--- config.mk ---
export PLATFORM = sky130hd
export DESIGN_NAME = mult_slave_ctrl
export DESIGN_NICKNAME = d
export VERILOG_FILES = /design/src/rtl/mult_slave_pkg.sv /design/src/rtl/mult_slave_cnt.sv /design/src/rtl/mult_slave_ctrl.sv
export SDC_FILE = /design/constraint.sdc
export NUM_CORES = 1
export LEC_CHECK = 0
export CORE_MARGIN = 1
export CORE_UTILIZATION = 45
export DETAILED_ROUTE_END_ITERATION = 10
export PLACE_DENSITY = 0.8
export SYNTH_ARGS = -nofsm -noshare
export SYNTH_HDL_FRONTEND = slang
export SYNTH_HIERARCHICAL = 1
export SYNTH_SLANG_ARGS = --single-unit
--- constraint.sdc ---
create_clock -name clk -period 2.1 [get_ports clk]
set_input_delay 0.21 -clock clk [delete_from_list [all_inputs] [get_ports clk]]
set_output_delay 0.21 -clock clk [all_outputs]
set_load 0.02 [all_outputs]
--- src/rtl/mult_slave_pkg.sv ---
// Shared types and constants for the matrix multiply/add slave controller.
// Watchdog support in mult_slave_ctrl is enabled by defining MULT_SLAVE_TMO_EN.
package mult_slave_pkg;

  typedef enum logic [1:0] {
    ST_IDLE = 2'd0,
    ST_MULT = 2'd1,
    ST_ADD  = 2'd2,
    ST_DONE = 2'd3
  } state_t;

  localparam logic [3:0] ADDR_OPA      = 4'd0;
  localparam logic [3:0] ADDR_OPB      = 4'd1;
  localparam logic [3:0] ADDR_INT_EN   = 4'd2;
  localparam logic [3:0] ADDR_CMD      = 4'd3;
  localparam logic [3:0] ADDR_STATUS   = 4'd4;
  localparam logic [3:0] ADDR_INT_PEND = 4'd5;
  localparam logic [3:0] ADDR_RADDR    = 4'd6;
  localparam logic [3:0] ADDR_RESULT   = 4'd7;

  localparam int unsigned CMD_START_BIT = 0;
  localparam int unsigned CMD_CLEAR_BIT = 1;

  localparam int unsigned STAT_OVF_BIT  = 2;
  localparam int unsigned STAT_SERR_BIT = 3;
  localparam int unsigned STAT_TMO_BIT  = 4;
  localparam int unsigned STAT_CNTA_LSB = 8;
  localparam int unsigned STAT_CNTB_LSB = 16;

  localparam int unsigned INT_DONE_BIT = 0;
  localparam int unsigned INT_ERR_BIT  = 1;

endpackage

--- src/rtl/mult_slave_cnt.sv ---
// Saturating operand counter: accepts pushes only while allowed and below DEPTH,
// otherwise flags a sticky overflow. Cleared synchronously by clear.
module mult_slave_cnt #(
  parameter int unsigned DEPTH = 8,
  parameter int unsigned CNT_W = $clog2(DEPTH + 1)
) (
  input  logic             clk,
  input  logic             reset_n,
  input  logic             clear,
  input  logic             push,
  input  logic             allow,
  output logic             accept,
  output logic [CNT_W-1:0] cnt,
  output logic             ovf
);

  assign accept = push && allow && (cnt != CNT_W'(DEPTH));

  always_ff @(posedge clk or negedge reset_n) begin
    if (!reset_n) begin
      cnt <= '0;
      ovf <= 1'b0;
    end else if (clear) begin
      cnt <= '0;
      ovf <= 1'b0;
    end else if (accept) begin
      cnt <= cnt + CNT_W'(1);
    end else if (push) begin
      ovf <= 1'b1;
    end
  end

endmodule

--- src/rtl/mult_slave_ctrl.sv ---
// Bus-slave controller for the multiply/add engine: operand pushes, command FSM,
// status/interrupt registers. Define MULT_SLAVE_TMO_EN to add the MULT/ADD watchdog.
module mult_slave_ctrl
  import mult_slave_pkg::*;
#(
  parameter int unsigned DATA_W  = 32,
  parameter int unsigned DEPTH   = 8,
  parameter int unsigned RADDR_W = 4,
  parameter int unsigned TMO_CYC = 1024
) (
  input  logic               clk,
  input  logic               reset_n,
  input  logic               S_sel,
  input  logic               S_wr,
  input  logic [3:0]         S_address,
  input  logic [DATA_W-1:0]  S_din,
  output logic [DATA_W-1:0]  S_dout,
  output logic [DATA_W-1:0]  multiplicand,
  output logic               multiplicand_we,
  output logic [DATA_W-1:0]  multiplier,
  output logic               multiplier_we,
  output logic               multi_opstart,
  input  logic               multi_opdone,
  output logic               adder_opstart,
  input  logic               adder_opdone,
  output logic               multi_opclear,
  output logic [RADDR_W-1:0] rAddr,
  input  logic [DATA_W-1:0]  result,
  output logic               m_interrupt
);

  localparam int unsigned CNT_W = $clog2(DEPTH + 1);

  state_t state_q, state_d;

  logic wr, rd, clear_cmd, start_cmd, push_a, push_b, acc_a, acc_b;
  logic ovf_a, ovf_b, full, tmo_hit;
  logic [CNT_W-1:0] cnt_a, cnt_b;
  logic multi_go, adder_go, done_set, serr_set, tmo_set;
  logic start_err_q, timeout_q;
  logic [1:0] int_en_q, int_pend_q, w1c_mask, set_mask;
  logic [DATA_W-1:0] status, rd_data;

  assign wr = S_sel & S_wr;
  assign rd = S_sel & ~S_wr;

  // CLEAR masks START when both bits arrive in the same command write
  assign clear_cmd = wr && (S_address == ADDR_CMD) && S_din[CMD_CLEAR_BIT];
  assign start_cmd = wr && (S_address == ADDR_CMD) && S_din[CMD_START_BIT] && !S_din[CMD_CLEAR_BIT];
  assign push_a    = wr && (S_address == ADDR_OPA);
  assign push_b    = wr && (S_address == ADDR_OPB);

  mult_slave_cnt #(.DEPTH(DEPTH), .CNT_W(CNT_W)) u_cnt_a (
    .clk(clk), .reset_n(reset_n), .clear(clear_cmd), .push(push_a),
    .allow(state_q == ST_IDLE), .accept(acc_a), .cnt(cnt_a), .ovf(ovf_a)
  );

  mult_slave_cnt #(.DEPTH(DEPTH), .CNT_W(CNT_W)) u_cnt_b (
    .clk(clk), .reset_n(reset_n), .clear(clear_cmd), .push(push_b),
    .allow(state_q == ST_IDLE), .accept(acc_b), .cnt(cnt_b), .ovf(ovf_b)
  );

  assign full = (cnt_a == CNT_W'(DEPTH)) && (cnt_b == CNT_W'(DEPTH));

`ifdef MULT_SLAVE_TMO_EN
  localparam int unsigned WD_W = $clog2(TMO_CYC + 1);
  logic [WD_W-1:0] wdog_q;
  logic busy;

  assign busy    = (state_q == ST_MULT) || (state_q == ST_ADD);
  assign tmo_hit = busy && (wdog_q == WD_W'(TMO_CYC - 1));

  always_ff @(posedge clk or negedge reset_n) begin
    if (!reset_n) begin
      wdog_q <= '0;
    end else if (!busy || (state_d != state_q)) begin
      wdog_q <= '0;
    end else begin
      wdog_q <= wdog_q + WD_W'(1);
    end
  end
`else
  assign tmo_hit = 1'b0;
`endif

  always_ff @(posedge clk or negedge reset_n) begin
    if (!reset_n) begin
      state_q <= ST_IDLE;
    end else begin
      state_q <= state_d;
    end
  end

  // Event decode: a completion arriving on the watchdog's last cycle still counts
  always_comb begin
    multi_go = 1'b0;
    adder_go = 1'b0;
    done_set = 1'b0;
    serr_set = 1'b0;
    tmo_set  = 1'b0;
    if (!clear_cmd) begin
      unique case (state_q)
        ST_IDLE: begin
          if (start_cmd) begin
            if (full) multi_go = 1'b1;
            else      serr_set = 1'b1;
          end
        end
        ST_MULT: begin
          if (multi_opdone) adder_go = 1'b1;
          else if (tmo_hit) tmo_set  = 1'b1;
        end
        ST_ADD: begin
          if (adder_opdone) done_set = 1'b1;
          else if (tmo_hit) tmo_set  = 1'b1;
        end
        ST_DONE: ;
      endcase
    end
  end

  always_comb begin
    state_d = state_q;
    if (clear_cmd)     state_d = ST_IDLE;
    else if (multi_go) state_d = ST_MULT;
    else if (adder_go) state_d = ST_ADD;
    else if (done_set) state_d = ST_DONE;
    else if (tmo_set)  state_d = ST_IDLE;
  end

  always_comb begin
    w1c_mask = '0;
    if (wr && (S_address == ADDR_INT_PEND)) w1c_mask = S_din[1:0];
    set_mask = '0;
    set_mask[INT_DONE_BIT] = done_set;
    set_mask[INT_ERR_BIT]  = serr_set | tmo_set;
  end

  always_comb begin
    status = '0;
    status[1:0]           = state_q;
    status[STAT_OVF_BIT]  = ovf_a | ovf_b;
    status[STAT_SERR_BIT] = start_err_q;
    status[STAT_TMO_BIT]  = timeout_q;
    status[STAT_CNTA_LSB +: 8] = 8'(cnt_a);
    status[STAT_CNTB_LSB +: 8] = 8'(cnt_b);
  end

  always_comb begin
    rd_data = '0;
    case (S_address)
      ADDR_INT_EN:   rd_data[1:0] = int_en_q;
      ADDR_STATUS:   rd_data = status;
      ADDR_INT_PEND: rd_data[1:0] = int_pend_q;
      ADDR_RADDR:    rd_data[RADDR_W-1:0] = rAddr;
      ADDR_RESULT:   rd_data = result;
      default:       ;
    endcase
  end

  always_ff @(posedge clk or negedge reset_n) begin
    if (!reset_n) begin
      multi_opstart   <= 1'b0;
      adder_opstart   <= 1'b0;
      multi_opclear   <= 1'b0;
      start_err_q     <= 1'b0;
      timeout_q       <= 1'b0;
      int_pend_q      <= '0;
      int_en_q        <= '0;
      rAddr           <= '0;
      S_dout          <= '0;
      multiplicand    <= '0;
      multiplicand_we <= 1'b0;
      multiplier      <= '0;
      multiplier_we   <= 1'b0;
    end else begin
      multi_opstart   <= multi_go;
      adder_opstart   <= adder_go;
      multi_opclear   <= clear_cmd;
      start_err_q     <= clear_cmd ? 1'b0 : (start_err_q | serr_set);
      timeout_q       <= clear_cmd ? 1'b0 : (timeout_q | tmo_set);
      int_pend_q      <= (int_pend_q & ~w1c_mask) | set_mask;
      if (wr && (S_address == ADDR_INT_EN)) int_en_q <= S_din[1:0];
      if (wr && (S_address == ADDR_RADDR))  rAddr    <= S_din[RADDR_W-1:0];
      if (rd) S_dout <= rd_data;
      multiplicand_we <= acc_a;
      multiplier_we   <= acc_b;
      if (acc_a) multiplicand <= S_din;
      if (acc_b) multiplier   <= S_din;
    end
  end

  assign m_interrupt = |(int_pend_q & int_en_q);

endmodule

== After elaboration in Yosys (flattened, before gate mapping) ==
Cells that the tools add are included.

* Add/sub/neg operators: 2
* Equal/unequal tests: 15
* Mux-type cells: 34
* Bitwise operators: 9
* Reduce and logical (&&, ||, !) cells: 25

{| class="wikitable"
|+ Operators by type and width
! kind !! count
|-
| $pmux 28 s2 || 1
|-
| $mux 1 || 22
|-
| $eq 4x3->1 const B || 4
|-
| $mux 4 || 4
|-
| $logic_and 1x1->1 || 14
|-
| $mux 2 || 5
|-
| $pmux 2 s5 || 1
|-
| $add 4x1->4 const B || 2
|-
| $eq 4x2->1 const B || 2
|-
| $eq 4x4->1 const B || 2
|-
| $ne 4x4->1 const B || 2
|-
| $reduce_bool 2->1 || 4
|-
| $pmux 2 s3 || 1
|-
| $and 2x2->2 || 2
|-
| $eq 4x1->1 const B || 1
|-
| $logic_not 4->1 || 1
|-
| $ne 2x2->1 const B || 2
|-
| $reduce_and 2->1 || 2
|-
| $reduce_bool 4->1 || 1
|-
| $and 1x1->1 || 2
|-
| $eq 2x1->1 const B || 1
|-
| $eq 2x2->1 const B || 1
|-
| $logic_not 2->1 || 1
|-
| $not 2->2 || 1
|-
| 5 further kinds || 6
|}

* Register bits: 123
* Input bits: 74
* Output and inout port bits: 106
* Word-level logic and storage cells: 103

== Longest topological paths before layout ==
Gate-level depths: netlist of the first run.

* Depth in word-level cells: 9
* Mapped depth: 9

== Cells and area by module ==
The synthesis of the first run kept the hierarchy.

{| class="wikitable"
|+ Modules (own cells, without submodules)
! module !! instances !! cells an instance !! area each (um^2) !! seq. area each (um^2)
|-
| mult_slave_ctrl || 1 || 351 || 4558.1 || 2802.7
|-
| mult_slave_cnt || 2 || 29 || 287.8 || 125.1
|}

== Worst setup path after synthesis of the first run ==
OpenSTA, ideal clock, no wires.

* Path type: input-to-reg
* From: input port S_sel
* To: register multiplicand[1]
* Arrival: 1939 ps
* Required time: 1975 ps
* Path slack: 36 ps
* Cell stages on the path: 8
* Path buffers: 2
* Cells stage by stage: nand2_1 > or3_1 > nor3_1 > nand2_2 > nor2b_4 > clkbuf_1 > buf_2 > mux2_2

* Longest elaborated chain between the ends: 4

{| class="wikitable"
|+ Ends and longest elaborated chain
! what !! line !! text
|-
| start, declared || mult_slave_ctrl.sv:13 || <nowiki>input logic S_sel,</nowiki>
|-
| $and 1x1->1 || mult_slave_ctrl.sv:44 || <nowiki>assign wr = S_sel & S_wr;</nowiki>
|-
| $logic_and 1x1->1 || mult_slave_ctrl.sv:50 || <nowiki>assign push_a = wr && (S_address == ADDR_OPA);</nowiki>
|-
| named net push_a || mult_slave_ctrl.sv:36 || <nowiki>logic wr, rd, clear_cmd, start_cmd, push_a, push_b, acc_a, acc_b;</nowiki>
|-
| $logic_and 1x1->1 (2 in series) || mult_slave_cnt.sv:17 || <nowiki>assign accept = push && allow && (cnt != CNT_W'(DEPTH));</nowiki>
|-
| named net acc_a || mult_slave_ctrl.sv:36 ||
|-
| end signal, assigned || mult_slave_ctrl.sv:188 || <nowiki>if (acc_a) multiplicand <= S_din;</nowiki>
|-
| end, declared || mult_slave_ctrl.sv:18 || <nowiki>output logic [DATA_W-1:0] multiplicand,</nowiki>
|}

The timed path passes the listed nets, and every way through them passes these cells.
A chain may end at the register's enable or synchronous reset.

== Worst setup path in the final report of the first run ==
* From: input port S_wr
* To: register multiplicand[17]

* Longest elaborated chain between the ends: 4

{| class="wikitable"
|+ Ends and longest elaborated chain
! what !! line !! text
|-
| start, declared || mult_slave_ctrl.sv:14 || <nowiki>input logic S_wr,</nowiki>
|-
| $and 1x1->1 || mult_slave_ctrl.sv:44 ||
|-
| $logic_and 1x1->1 || mult_slave_ctrl.sv:50 ||
|-
| named net push_a || mult_slave_ctrl.sv:36 ||
|-
| $logic_and 1x1->1 (2 in series) || mult_slave_cnt.sv:17 ||
|-
| named net acc_a || mult_slave_ctrl.sv:36 ||
|}

The timed path passes the listed nets, and every way through them passes these cells.

==> flow_metrics.tcl, run 1 <==
set metrics [dict create \
    switching_share_pct 25.9 \
    busiest_layer "met2" \
    port_buffers 179 \
    synth.cell_area_um2 5130 \
    final.period_utilization_pct 97.2 \
    tightest_slew_ns 0.626 \
    worstHoldPathType "in2reg" \
    fin_crit_ns 2.04 \
    final_hold_viol_count 0 \
    hpwl_mm 8.74 \
    place_area_um2 7190 \
    h-tree-depth 4 \
    cap_violations 0 \
    crit_family "buffers and inverters" \
    critPathKind "in2reg" \
    drt-vias-per-instance 5.21 \
    rsz0062_at_grt "no" \
    gr-usage-met2_pct 37.7 \
    numCtsBuffers 17 \
    synthMuxAreaShare_pct 18.1 \
    r2r_slack_ns 0.29 \
    powerDensity_nw_per_um2 890 \
    path_buf_inv 3 \
    finalSetupViolations 0 \
    grt_pass1_vias 4037 \
    arrival_ns 2.32 \
    track_usage_pct 22.4 \
    power_frac_clock_pct 37.7 \
    synth-simple-area-share_pct 14.0 \
    die_w_um 109 \
    synth_top_family_by_area "multiplexers" \
    cpPeakStageDelay_ns 0.55 \
    wl_per_cell_um 16.5 \
    initial_utilization_pct 46.7 \
    yosysSeqAreaShare_pct 59.5 \
    synth-xor-area-share_pct 0 \
    synthToLayoutAreaGrowth_pct 50.4 \
    overflow 0 \
    relSlewSlack_pct 58.2 \
    end_kind "flop" \
    clk_latency_ns 0.40 \
    avgSynthCellArea_um2 12.6 \
    p_int_mw 5.09 \
    fin_worst_skew_ns 0.00738 \
    final_antenna_net_count 0 \
    slowest_stage "clkdlybuf4s50_1" \
    clkTransAtPathRegs_ns 0.05 \
    p_sw_mw 1.78 \
    grt_max_degree 123 \
    cts_buffer_depth 2 \
    drive_above_1_share_pct 20.5 \
    max_freq_ghz 0.490 \
    drt_iter0_drc 201 \
    grtUsageMet1_pct 26.3 \
    final_max_slew_viol_count 0 \
    cts_sinks 122 \
    final_nets 685 \
    cts_tree "done" \
    postCtsResizedCells 0 \
    synth_cells 409 \
    max-vdd-ir-drop_mv 0.672 \
    root_buffer "clkbuf_16" \
    grt_antenna_before_repair 0 \
    diodes 0 \
    synthAdderAreaFrac_pct 0.975 \
    ios 180 \
    grt_pass1_wl_mm 20.1 \
    post_cts_buffers 0 \
    via_count 3935 \
    finalInstanceArea_um2 7720 \
    dr.pass1.iters 5 \
    grt_use_met3_pct 9.21 \
    crit_chain "clkdlybuf4s50_1 > nand2_1 > or3_1 > nor3_1 > buf_4 > nand2_2 > nor2b_4 > buf_12 > mux2_2" \
    synth_nets 487 \
    holdBufCountCts 1 \
    row_count 38 \
    crit_required_ns 2.38 \
    die_area_um2 11800 \
    crit_path_start_kind "input port" \
    place.gp.congestion 0.833 \
    outcome "complete, no violations" \
    die_h_um 109 \
    core_area_um2 11000 \
    ys_types 40 \
    p_total_mw 6.87 \
    combPwrFrac_pct 21.1 \
    p_leak_nw 3.54 \
    drt-total-wl_mm 12.4 \
    yosys_warnings 6 \
    ys_ff_latch 122 \
    cp_max_fo 29 \
    hold_slack_ns 0.361 \
    synth_compound_area_share_pct 4.29 \
    drc 0 \
    power.share.sequential_pct 41.2 \
]
-- layer usage --
layer  up-vias  wire [um]
li1       1824          -
met1      1949       5130
met2       152       6160
met3        10       1030
met4         0        129
met5         -          0
-- per-stage QoR --
stage	util, %	instances	setup slack, ns	TNS, ns
global placement	65.4	727	-0.259	-15.96
detailed placement	65.4	727	-0.307	-18.50
CTS	70.3	755	0.0963	0
global route	70.3	755	0.00341	0
finish	70.3	755	0.0595	0
floorplan	-	409	0.0361	0
-- worst paths after layout --
kind,from,endpoint,cells past startpoint
setup / recovery,S_wr,multiplicand[17]$_DFFE_PN0P_,9
hold / removal,result[7],S_dout[7]$_DFFE_PN0P_,3
setup reg to reg,u_cnt_a/cnt[0]$_DFFE_PN0P_,multiplicand[17]$_DFFE_PN0P_,6
hold reg to reg,S_dout[13]$_DFFE_PN0P_,S_dout[13]$_DFFE_PN0P_,2
max in group asynchronous,reset_n,multiplier[26]$_DFFE_PN0P_,3
min in group asynchronous,reset_n,S_dout[2]$_DFFE_PN0P_,3
-- tightest hold or removal path, cell delays in order --
cell,delay [ns]
clkdlybuf4s50_1,0.40
nand3_1,0.06
nand2_1,0.05
-- registers in the layout, indices dropped and copies added (netlist names), 2 cells and up --
signal and flops:
S_dout 32, multiplicand 32, multiplier 32, rAddr 4
u_cnt_a/cnt 4, u_cnt_b/cnt 4, int_en_q 2, int_pend_q 2
state_q 2
-- synthesized netlist by cell type (all sizes together) --
cell	count	area, um2
or3	3	18.8
nand3b	3	22.5
inv	10	37.5
nand2b	7	51.3
nor4bb	1	16.3
nand3	30	150
clkbuf	8	30.0
and4b	1	10.0
nor2	30	113
nor2b	4	40.0
o21ai	3	15.0
a311oi	2	17.5
nor3	2	10.0
nor4b	6	82.6
mux2	73	822
and4	1	8.76
o31ai	1	7.51
a21oi	6	30.0
dfrtp	122	3050
o21bai	1	7.51
mux4	2	45.0
a221oi	8	70.1
nand4	1	6.26
mux2i	6	60.1
and2	1	6.26
buf	16	95.1
a22o	4	35.0
nand2	48	185
ha	4	50.1
o22ai	2	12.5
o41ai	2	17.5
o21a	1	7.51
-- power by group through the flow --
stage	clock network [mW]	logic, mW	registers [mW]
6_report	2.59	1.45	2.83
5_1_grt	2.77	1.54	2.87
4_1_cts	2.65	1.46	2.83
3_5_place_dp	0	1.45	2.87
3_3_place_gp	0	1.42	2.84
2_1_floorplan	0	0.384	3.11
-- layout make-up --
| type | count | area [um2] |
|---|---|---|
| well taps | 140 | 175 |
| inverters | 10 | 37.5 |
| clock inverters | 4 | 45.0 |
| fillers | 786 | 3260 |
| multi-input cells | 253 | 1920 |
| clock buffers | 23 | 478 |
| flip-flops and latches | 122 | 3050 |
| repair buffers | 203 | 2010 |
-- logic make-up (layout without fill, tap and decap cells) --
kind of cell    Yosys count  in the layout
flops                   122            122
compound gates           30             30
mux                      81             81
buf+inv                  34            240
simple gates            138            138
fa+ha+maj                 4              4
-- cells in the final DEF (no fill, tap or decap), types with 8 or more instances in the layout --
cell               n
a221oi_1           8
buf_4             21
clkbuf_16         17
clkdlybuf4s50_1  178
dfrtp_1          122
inv_1             10
mux2_2            67
nand2_1           46
nand3_1           30
nor2_1            30
Note: power is estimated with default switching activity, not from simulation.
==> run 2: changes to the inputs <==
--- a/config.mk
+++ b/config.mk
@@ -5,6 +5,7 @@
 export SDC_FILE = /design/constraint.sdc
 export NUM_CORES = 1
 export LEC_CHECK = 0
+export CAP_MARGIN = 20
 export CORE_MARGIN = 1
 export CORE_UTILIZATION = 45
 export DETAILED_ROUTE_END_ITERATION = 10
==> results of run 2 <==
No change in the layout: final DEF, timing and power equal those of run 1.
